## config.mk

```make
export PLATFORM = sky130hd
export DESIGN_NAME = seq_add_pipe_stage
export DESIGN_NICKNAME = d
export VERILOG_FILES = /design/src/rtl/seq_add_pipe_pkg.sv /design/src/rtl/seq_add_pipe_entry.sv /design/src/rtl/seq_add_pipe_stage.sv
export SDC_FILE = /design/constraint.sdc
export NUM_CORES = 1
export LEC_CHECK = 0
export ABC_AREA = 1
export BUFFER_PORTS_ARGS = -buffer_cell sky130_fd_sc_hd__buf_2
export CAP_MARGIN = 5
export CORE_ASPECT_RATIO = 1.5
export CORE_MARGIN = 1.5
export CORE_UTILIZATION = 25
export CTS_BUF_LIST = sky130_fd_sc_hd__clkbuf_16
export DETAILED_ROUTE_END_ITERATION = 10
export GPL_TIMING_DRIVEN = 0
export MAX_ROUTING_LAYER = met4
export PLACE_DENSITY_LB_ADDON = 0.08
export SLEW_MARGIN = 10
export SYNTH_ARGS = -nofsm -noshare
export SYNTH_HDL_FRONTEND = slang
export SYNTH_HIERARCHICAL = 1
export SYNTH_SLANG_ARGS = --single-unit
export TNS_END_PERCENT = 5
```

## constraint.sdc

```tcl
create_clock -name clk -period 2.2 [get_ports clk]
set_clock_uncertainty 0.15 [all_clocks]
set_input_delay 0.33 -clock clk [delete_from_list [all_inputs] [get_ports clk]]
set_output_delay 0.33 -clock clk [all_outputs]
set_load 0.01 [all_outputs]
```

## src/rtl/seq_add_pipe_pkg.sv

```systemverilog
// seq_add_pipe_pkg: shared types for the seq_add_pipe_stage slice.
//   state_e  - occupancy of the two-entry result buffer (EMPTY / ONE / FULL)
//   entry_t  - packed {carry, sum} result word at the default operand width
//   ENTRY_W  - operand width entry_t is built for
package seq_add_pipe_pkg;

  localparam int unsigned ENTRY_W = 8;

  typedef enum logic [1:0] {
    EMPTY = 2'd0,
    ONE   = 2'd1,
    FULL  = 2'd2
  } state_e;

  typedef struct packed {
    logic               carry;
    logic [ENTRY_W-1:0] sum;
  } entry_t;

endpackage

```

## src/rtl/seq_add_pipe_entry.sv

```systemverilog
// seq_add_pipe_entry: combinational W-bit add producing one result entry.
// Build option: SEQ_ADD_PIPE_SAT_EN
//   undefined - sum wraps modulo 2^W, carry = bit W of a + b
//   defined   - sum saturates to all ones on overflow, carry flags saturation
// Ports:
//   a, b   in  [W-1:0]  operands
//   sum    out [W-1:0]  result word
//   carry  out          carry-out / saturation flag
// The {carry, sum} pair has the same bit layout as seq_add_pipe_pkg::entry_t.
module seq_add_pipe_entry #(
  parameter int unsigned W = 8
) (
  input  logic [W-1:0] a,
  input  logic [W-1:0] b,
  output logic [W-1:0] sum,
  output logic         carry
);

  logic [W:0] full_sum;

  always_comb begin
    full_sum = {1'b0, a} + {1'b0, b};
`ifdef SEQ_ADD_PIPE_SAT_EN
    if (full_sum[W]) begin
      sum   = '1;
      carry = 1'b1;
    end else begin
      sum   = full_sum[W-1:0];
      carry = 1'b0;
    end
`else
    sum   = full_sum[W-1:0];
    carry = full_sum[W];
`endif
  end

endmodule

```

## src/rtl/seq_add_pipe_stage.sv

```systemverilog
// seq_add_pipe_stage: registered adder stage with a two-entry skid buffer
// (main + skid) behind valid/ready, plus a delivered-result counter.
// Build option: SEQ_ADD_PIPE_SAT_EN selects saturating add (see seq_add_pipe_entry).
// Ports:
//   clk        in            posedge clock
//   rst        in            synchronous active-high reset
//   in_valid   in            upstream presents a, b
//   in_ready   out           stage can accept (buffer not FULL)
//   a, b       in  [W-1:0]   operands
//   out_valid  out           main entry holds a result
//   out_ready  in            downstream accepts the result
//   out_sum    out [W-1:0]   sum of the main entry
//   out_carry  out           carry of the main entry
//   out_cnt    out [CW-1:0]  results delivered, modulo 2^CW
module seq_add_pipe_stage
  import seq_add_pipe_pkg::*;
#(
  parameter int unsigned W  = 8,
  parameter int unsigned CW = 4
) (
  input  logic          clk,
  input  logic          rst,
  input  logic          in_valid,
  output logic          in_ready,
  input  logic [W-1:0]  a,
  input  logic [W-1:0]  b,
  output logic          out_valid,
  input  logic          out_ready,
  output logic [W-1:0]  out_sum,
  output logic          out_carry,
  output logic [CW-1:0] out_cnt
);

  state_e        state_q, state_d;
  // Entries are held as separate carry/sum registers so any W works.
  logic [W-1:0]  main_sum_q, main_sum_d;
  logic          main_carry_q, main_carry_d;
  logic [W-1:0]  skid_sum_q, skid_sum_d;
  logic          skid_carry_q, skid_carry_d;
  logic [CW-1:0] cnt_q, cnt_d;

  logic [W-1:0]  new_sum;
  logic          new_carry;
  logic          accept;
  logic          deliver;

  seq_add_pipe_entry #(
    .W (W)
  ) u_entry (
    .a     (a),
    .b     (b),
    .sum   (new_sum),
    .carry (new_carry)
  );

  // Handshake outputs decode registered state only: no out_ready -> in_ready path.
  assign in_ready  = (state_q != FULL);
  assign out_valid = (state_q != EMPTY);
  assign out_sum   = main_sum_q;
  assign out_carry = main_carry_q;
  assign out_cnt   = cnt_q;

  assign accept  = in_valid && in_ready;
  assign deliver = out_valid && out_ready;

  always_comb begin
    state_d      = state_q;
    main_sum_d   = main_sum_q;
    main_carry_d = main_carry_q;
    skid_sum_d   = skid_sum_q;
    skid_carry_d = skid_carry_q;

    unique case (state_q)
      EMPTY: begin
        if (accept) begin
          main_sum_d   = new_sum;
          main_carry_d = new_carry;
          state_d      = ONE;
        end
      end
      ONE: begin
        if (accept && deliver) begin
          main_sum_d   = new_sum;
          main_carry_d = new_carry;
        end else if (accept) begin
          skid_sum_d   = new_sum;
          skid_carry_d = new_carry;
          state_d      = FULL;
        end else if (deliver) begin
          state_d = EMPTY;
        end
      end
      FULL: begin
        if (deliver) begin
          main_sum_d   = skid_sum_q;
          main_carry_d = skid_carry_q;
          state_d      = ONE;
        end
      end
      default: begin
        state_d = EMPTY;
      end
    endcase
  end

  always_comb begin
    cnt_d = cnt_q;
    if (deliver) begin
      cnt_d = cnt_q + CW'(1);
    end
  end

  always_ff @(posedge clk) begin
    if (rst) begin
      state_q      <= EMPTY;
      main_sum_q   <= '0;
      main_carry_q <= 1'b0;
      skid_sum_q   <= '0;
      skid_carry_q <= 1'b0;
      cnt_q        <= '0;
    end else begin
      state_q      <= state_d;
      main_sum_q   <= main_sum_d;
      main_carry_q <= main_carry_d;
      skid_sum_q   <= skid_sum_d;
      skid_carry_q <= skid_carry_d;
      cnt_q        <= cnt_d;
    end
  end

endmodule
```

Yosys cells after proc, flatten, opt, wreduce, memory -nomap -nowiden. Cells that the tools add are included.

Add/subtract/negate cells: 2. Equal/unequal tests: 8. Multiplexer cells: 14. Bitwise operators: 1. Reduce and logical (&&, ||, !) cells: 9.

Operator list (count): $mux W8 (3); $pmux W8 S3 (1); $mux W2 (5); $ne A2 B2 Y1 const B (5); $add A8 B8 Y9 (1); $reduce_and A4 Y1 (2); $pmux W2 S3 (1); $add A4 B1 Y4 const B (1); $logic_and A1 B1 Y1 (3); $mux W1 (3); $ne A3 B3 Y1 const B (1); $pmux W1 S3 (1); $reduce_and A3 Y1 (1); $reduce_bool A3 Y1 (1); $eq A2 B1 Y1 const B (1); $eq A2 B2 Y1 const B (1); $logic_not A2 Y1 (1); $reduce_bool A2 Y1 (1); $not A1 Y1 (1).

Register bits: 24. Input port bits: 20. Output and inout bits: 15. Logic and storage cells: 40.

Longest topological paths before layout. Gate-level depths: netlist of run 1.

Depth in word-level cells: 6. Gate-level depth with buffers: 12. Mapped depth without buffers: 12.

Hierarchy. The synthesis of run 1 kept the hierarchy.

By module, submodules not included: seq_add_pipe_stage (times used 1, cells each 168, area each 1097.3 µm², sequential area each 480.5 µm²); seq_add_pipe_entry (times used 1, cells each 59, area each 376.6 µm², sequential area each 0.0 µm²).

Worst setup path after synthesis of run 1. Ideal clock, no wire load.

Path type: input port to flip-flop. From: input a[0]. To: register main_carry_q (netlist: out_carry). Setup time: 0.113 ns. Data arrival time: 1.556 ns. Required time: 1.937 ns. Path slack: 0.381 ns. Cell stages on the path: 12. Path buffers: 0. Cells stage by stage: ha_1 -> fa_1 -> nand2_1 -> nand2_1 -> nand3b_4 -> nand2_1 -> nand2_1 -> nand2_1 -> nand2_1 -> nand2_1 -> nor2_1 -> nor2_1.

Cells in the longest elaborated chain, start to end: 3. Elaborated cells on any way between the ends: 4. Those cells by class: 1 x add/sub; 3 x mux.

Ends and longest elaborated chain: from (decl) (RTL line seq_add_pipe_stage.sv:25) `input logic [W-1:0] a,`; $add A8 B8 Y9 (*) (RTL line seq_add_pipe_entry.sv:22) `full_sum = {1'b0, a} + {1'b0, b};`; named net new_carry (RTL line seq_add_pipe_stage.sv:43) `logic new_carry;`; $mux W1, on equally long branches (RTL line seq_add_pipe_stage.sv:82, seq_add_pipe_stage.sv:75); $pmux W1 S3 (*) (RTL line seq_add_pipe_stage.sv:73) `unique case (state_q)`; to (signal assigned) (RTL line seq_add_pipe_stage.sv:124) `main_carry_q <= main_carry_d;`; to (decl) (RTL line seq_add_pipe_stage.sv:37) `logic main_carry_q, main_carry_d;`.

Mark *: on every way through the listed nets, which the timed path passes. The rest lies on a longest branch. The select of a mux whose other input is x is not followed. A chain may end at the register's enable or synchronous reset.

Final worst setup path of run 1.
From: input a[0]. To: register main_sum_q[6] (netlist: out_sum[6]).

Cells in the longest elaborated chain, start to end: 3. Elaborated cells on any way between the ends: 4. Those cells by class: 1 x add/sub; 3 x mux.

Ends and longest elaborated chain: $add A8 B8 Y9 (*) (RTL line seq_add_pipe_entry.sv:22); named net new_sum[6] (RTL line seq_add_pipe_stage.sv:42) `logic [W-1:0] new_sum;`; $mux W8, on equally long branches (RTL line seq_add_pipe_stage.sv:82, seq_add_pipe_stage.sv:75); $pmux W8 S3 (*) (RTL line seq_add_pipe_stage.sv:73); to (signal assigned) (RTL line seq_add_pipe_stage.sv:123) `main_sum_q <= main_sum_d;`; to (decl) (RTL line seq_add_pipe_stage.sv:36) `logic [W-1:0] main_sum_q, main_sum_d;`.

Marks and branches as above.

==> out/qor.txt, run 1 <==
Status: finished clean
Largest voltage drop on the vdd net: 0.285 mV
Placed cell count: 333
Placeable Area: 5740 um^2
WL final: 3.53 mm
First drt pass iteration count: 4
Number of I/O port buffers: 34
Cell occurring most often along the worst timing path: nand2_1
Cell family with the largest share of critical-path delay: simple AND/OR/NAND/NOR gates
Count of cell types in the netlist: 25
Worst EP arrival: 1.82 ns
Post-CTS Repair Setup Buffers: 0
All-Layer GR Usage: 0.120
Post-layout worst setup margin: 0.383 ns
Height of the die: 97.0 um
Detailed Route Iter0 Violations: 31
Type of destination of the critical path: flip-flop
Area of the mapped netlist: 1470 um^2
Area of the multi-input gates: 866 um^2
Final core area utilization: 0.316
Clk slew on worst S/H paths: 0.07 ns
Clock buffers created by TritonCTS: 3
Tightest Pin Transition: 0.453 ns
Worst slew margin relative to its limit: 0.698
Synthesized area per cell: 6.49 um^2
GRT overflow: 0
Capturing point of the worst reg2reg path: out_sum[2]$_SDFFE_PP0P_
I/O pin total: 35
Largest fanout on the critical path: 2
Count of synthesis-stage warnings from yosys: 6
Via count of the first global-routing pass: 1342
Largest net degree at the start of global routing: 14
Gate count after technology mapping: 227
Last element of the critical path: out_sum[6]$_SDFFE_PP0P_
Register-to-Register Setup Slack: 0.82 ns
FMAX: 550 MHz
WS Path Type: in -> reg
Master of the slowest instance on the critical path: fa_1
Proportion of layout cells with a drive suffix above 1: 0.204
Number of max-slew violations in the final report: 0
P per Cell Area: 647 nW/um^2
Flip-flop and latch count after synthesis: 24
Antenna Nets Post-Route: 0
DRC violation count after routing: 0
Routability congestion estimate: 0.725
Worst path depth: 13
Sequential share of the synthesized area: 0.326
Die W: 65.7 um
Setup violations, final: 0
Cell chain of the critical path: buf_2 -> ha_1 -> fa_1 -> nand2_1 -> nand2_1 -> nand3b_4 -> nand2_1 -> nand2_1 -> nand2_1 -> nand2_1 -> nand2_1 -> nor2_1 -> nor2_1
Worst-Skew Late Latency: 0.26 ns
P&R area growth vs syn: 23.0%
Clock tree from TritonCTS: yes
Number of vias after detailed routing: 1413
Vias per Instance: 4.19
Routed WL per cell: 10.5 um
Global-route wire length before repair: 5.88 mm
Required time worst endpoint: 2.20 ns
Startpoint of the worst-slack reg-to-reg timing path: state_q[1]$_SDFFE_PP0P_
Largest area contributor in the netlist: dfxtp_1
Non-filler instance count after layout: 337
Quantity of hold-fixing buffers added after cts: 0
Count of nets after finishing: 296
Max Root-Sink Buffers: 2
Worst path buffer plus inverter count: 1
LEAKAGE: 0.967 nW
CP startpoint kind: input port
Number of failing hold endpoints at the final stage: 0
Largest stage delay on the critical path: 0.41 ns
Setup_tns: 0 ns
Cells taking the most area after synthesis: dfxtp_1 (33%), nand2_1 (17%), nor2_1 (12%), ha_1 (7.6%), inv_1 (5.6%)
Initial core utilization: 0.257
Number of levels in the clock H-tree: 1
RSZ-0062 raised after global routing: no
Worst Reg-to-Reg Cells: 6
Classification of the worst-slack hold path: in -> reg
Count of max-cap constraint violations: 0
Portion of the clock cycle consumed by the worst path in the final layout: 0.826
Setup crit start: a[0]
Post-detail-place hpwl: 2.76 mm
DIE AREA: 6380 um^2
Number of clock sinks: 24
Minimum period implied by the final worst setup slack: 1.82 ns
Initial antenna violation count: 0
Number of nets in the synthesized netlist: 257
Number of cells traversed by the worst hold path: 2
Resized Gates After CTS: 0
Diodes inserted: 0
Startpoint of the most critical hold path: rst
Share of Yosys cell area claimed by the top area cell type: 0.326
Row count: 34
Buffer cell driving the clock tree root: clkbuf_16
Worst Setup Slack post-DPL: 0.0964 ns
Number of filler cells placed in the layout: 682
Footprint of the flip-flops and latches: 480 um^2
-- worst register-to-register path, stage by stage, from the launching register on --
cell and delay, ns:
dfxtp_1 0.42, nor2_1 0.10, nor2_2 0.16, nand2_4 0.12, buf_6 0.16, nor2_1 0.11
nor2_1 0.05
-- cell usage after synthesis --
master / count
fa_1: 1
a21oi_1: 7
clkbuf_2: 1
xor2_1: 2
or2_4: 2
nand3_2: 1
inv_2: 2
nand2_1: 65
nand2_2: 4
clkinv_1: 1
nor2_2: 2
nor2_1: 46
buf_6: 1
nand4_1: 2
nand3b_1: 1
buf_2: 2
clkbuf_1: 2
dfxtp_1: 24
o21ai_0: 11
inv_1: 22
nand3_1: 15
xnor2_1: 2
nand3b_4: 1
nand2_4: 1
ha_1: 9
-- cell usage in the layout, fill, tap and decap left out --
cell and instances:
xor2_1 2, nor2_2 2, dfxtp_1 24, nand2_4 1, nor2_1 46, buf_6 1
nand3b_4 1, nand3_1 15, fa_1 1, o21ai_0 11, inv_1 22, clkinv_1 2
nand4_1 2, or2_4 2, nand3_2 1, nand2_1 65, inv_2 2, a21oi_1 7
clkbuf_16 3, buf_2 36, clkbuf_2 1, xnor2_1 2, clkbuf_1 2, nand2_2 4
ha_1 9, nand3b_1 1
-- cells by family after synthesis --
kind of cell / count (synthesis) / synth area share
simple gates: 140 / 0.413
flops: 24 / 0.326
xor+xnor: 4 / 0.0238
fa+ha+maj: 10 / 0.0900
compound gates: 18 / 0.0611
buf+inv: 31 / 0.0866
-- layer usage --
| layer | global-route usage | routed length (um) | vias to the layer above |
|---|---|---|---|
| met4 | 0.0481 | 35 | 0 |
| li1 | - | - | 779 |
| met5 | - | 0 | - |
| met1 | 0.126 | 1560 | 607 |
| met2 | 0.218 | 1840 | 25 |
| met3 | 0.0140 | 93 | 2 |
-- through the flow --
step	total power, mW	area, um^2	hold slack [ns]
after CTS	1.20	1810	0.134
after detailed placement	0.785	1730	0.322
after global routing	1.25	1810	0.151
after global placement	0.785	1730	0.315
final	1.17	1810	0.142
after floorplan	0.695	1470	0.249
-- registers in the layout, indices dropped and copies added (netlist names) --
signal        count
skid_carry_q      1
out_cnt           4
out_carry         1
state_q           2
out_sum           8
skid_sum_q        8
-- area by class of cell --
cell class | count | area share
flip-flops and latches | 24 | 0.265
clock buffers | 3 | 0.0414
inverters | 25 | 0.0518
well taps | 72 | 0.0497
multi-input cells | 172 | 0.478
plain buffers | 6 | 0.0186
repair buffers | 34 | 0.0939
clock inverters | 1 | 0.00207
-- where the power goes --
group | total (mW) | switching, mW | internal [mW]
clock network | 0.403 | 0.160 | 0.243
logic | 0.290 | 0.172 | 0.118
registers | 0.480 | 0.0160 | 0.464
total | 1.17 | 0.348 | 0.825
-- worst min-delay path by stage --
stage,endpoint,slack [ns]
after floorplan,out_cnt[2]$_SDFFE_PP0P_,0.25
after detailed placement,skid_sum_q[1]$_SDFFE_PP0P_,0.32
after global placement,skid_sum_q[1]$_SDFFE_PP0P_,0.32
after global routing,state_q[0]$_SDFFE_PP0P_,0.15
after CTS,state_q[0]$_SDFFE_PP0P_,0.13
final,out_cnt[2]$_SDFFE_PP0P_,0.14
Power figures use the tool's default switching activity.
==> inputs of run 2 (changes only) <==
==> constraint.sdc (replaced) <==
create_clock -name clk -period 1.9 [get_ports clk]
set_clock_uncertainty 0.15 [all_clocks]
set_input_delay 0.285 -clock clk [delete_from_list [all_inputs] [get_ports clk]]
set_output_delay 0.285 -clock clk [all_outputs]
set_load 0.01 [all_outputs]
==> run 2 against run 1 <==
Against the previous run:
- routed wire length increased by 0.20%
- combinational power is 16% higher
- clock-buffer cell count unchanged
- sequential power increased by 16%
- final cell count is the same
- largest power group unchanged
==> out/qor.txt, run 2 (synthesis gave the netlist of run 1 again) <==
Area of the multi-input gates: 868 um^2
Cell occurring most often along the worst timing path: nand2_1
Overall power after layout: 1.36 mW
Clock tree from TritonCTS: yes
Antenna Nets Post-Route: 0
LEAKAGE: 0.966 nW
DRC violation count after routing: 0
Required time worst endpoint: 1.90 ns
Number of levels in the clock H-tree: 1
Portion of the clock cycle consumed by the worst path in the final layout: 0.901
Length of routed met3 wiring: 93 um
Largest stage delay on the critical path: 0.36 ns
Row count: 34
Global-route wire length before repair: 5.88 mm
Clock buffers created by TritonCTS: 3
Type of destination of the critical path: flip-flop
Worst EP arrival: 1.71 ns
Worst Setup Slack post-DPL: -0.159 ns
Count of max-cap constraint violations: 0
Top library cells by usage in the layout, fill and taps aside: nand2_1 (65), nor2_1 (46), buf_2 (36)
P per Cell Area: 749 nW/um^2
Detailed Route Iter0 Violations: 35
Buffer cell driving the clock tree root: clkbuf_16
Diodes inserted: 0
Initial antenna violation count: 0
Die W: 65.7 um
Wire length on met1: 1.56 mm
Worst-Skew Late Latency: 0.26 ns
Clk slew on worst S/H paths: 0.07 ns
GRT overflow: 0
WL final: 3.53 mm
Worst slew margin relative to its limit: 0.699
Post-CTS Repair Setup Buffers: 0
Tightest Pin Transition: 0.451 ns
Initial core utilization: 0.257
All-Layer GR Usage: 0.120
Largest net degree at the start of global routing: 14
Footprint of the flip-flops and latches: 480 um^2
Via count of the first global-routing pass: 1342
Count of nets after finishing: 296
P&R area growth vs syn: 23.2%
Max Root-Sink Buffers: 2
Master of the slowest instance on the critical path: fa_2
First drt pass iteration count: 4
WS Path Type: in -> reg
Setup violations, final: 0
Post-layout worst setup margin: 0.189 ns
Largest voltage drop on the vdd net: 0.330 mV
Number of clock sinks: 24
Routability congestion estimate: 0.725
RSZ-0062 raised after global routing: no
Largest fanout on the critical path: 2
Proportion of layout cells with a drive suffix above 1: 0.208
Routed WL per cell: 10.5 um
Number of I/O port buffers: 34
Placed cell count: 333
Vias per Instance: 4.19
Post-detail-place hpwl: 2.76 mm
Placeable Area: 5740 um^2
Cell chain of the critical path: buf_2 -> ha_1 -> fa_2 -> nand2_1 -> nand2_1 -> nand3b_4 -> nand2_1 -> nand2_1 -> nand2_1 -> nand2_1 -> nand2_1 -> nor2_1 -> nor2_1
Leading cell type in the layout, fill and taps excluded: nand2_1
Height of the die: 97.0 um
Number of vias after detailed routing: 1413
Top routing layer in use: met4
Routed wl met2: 1.85 mm
Non-filler instance count after layout: 337
Minimum period implied by the final worst setup slack: 1.71 ns
Number of max-slew violations in the final report: 0
Status: finished clean
Classification of the worst-slack hold path: in -> reg
Number of filler cells placed in the layout: 683
Number of failing hold endpoints at the final stage: 0
CP startpoint kind: input port
DIE AREA: 6380 um^2
I/O pin total: 35
FMAX: 584 MHz
## run 2: cell counts in the layout (fill, tap and decap cells not counted)
No cell type changed its count.
## run 2: final cells by class
cell class              instances  share of cell area
plain buffers                   6              0.0186
well taps                      72              0.0496
repair buffers                 34              0.0937
flip-flops and latches         24               0.265
clock buffers                   3              0.0414
inverters                      25              0.0517
multi-input cells             172               0.478
clock inverters                 1             0.00207
## run 2: power by group
part | switching, mW | total [mW] | internal [mW] | leakage, nW
Clock | 0.186 | 0.467 | 0.282 | 0.0385
Sequential | 0.0186 | 0.555 | 0.537 | 0.197
Combinational | 0.199 | 0.336 | 0.137 | 0.730
## run 2: final timing paths
path | cells past startpoint | endpoint | start | slack (ns)
min | 2 | out_cnt[2]$_SDFFE_PP0P_ | rst | 0.1
max | 13 | out_sum[6]$_SDFFE_PP0P_ | a[0] | 0.19
min reg2reg | 2 | skid_sum_q[1]$_SDFFE_PP0P_ | skid_sum_q[1]$_SDFFE_PP0P_ | 0.33
max reg2reg | 6 | out_sum[2]$_SDFFE_PP0P_ | state_q[1]$_SDFFE_PP0P_ | 0.52
## run 2: per-layer routing
layer / track usage / up-vias
met5: - / -
met2: 0.218 / 25
met1: 0.126 / 607
li1: - / 779
met3: 0.0140 / 2
met4: 0.0481 / 0
## run 2: stage by stage
| stage | TNS [ns] | hold WS [ns] | cell area (um^2) | utilization |
|---|---|---|---|---|
| after floorplan | 0 | 0.204 | 1470 | - |
| after global placement | -0.533 | 0.315 | 1730 | 0.302 |
| after detailed placement | -0.558 | 0.322 | 1730 | 0.302 |
| after CTS | 0 | 0.0891 | 1810 | 0.316 |
| after global routing | 0 | 0.106 | 1820 | 0.316 |
| final | 0 | 0.0966 | 1820 | 0.316 |
## run 2: worst max-delay path, delay by kind of cell
| family | cells | cell delay, ns |
|---|---|---|
| buf+inv | 1 | 0.10 |
| simple gates | 10 | 0.76 |
| fa+ha+maj | 2 | 0.58 |
## run 2: timing repair
action                                  CTS  global route
hold buffers                              0             0
gates resized for setup                   0             1
endpoints found under the setup margin    0             2
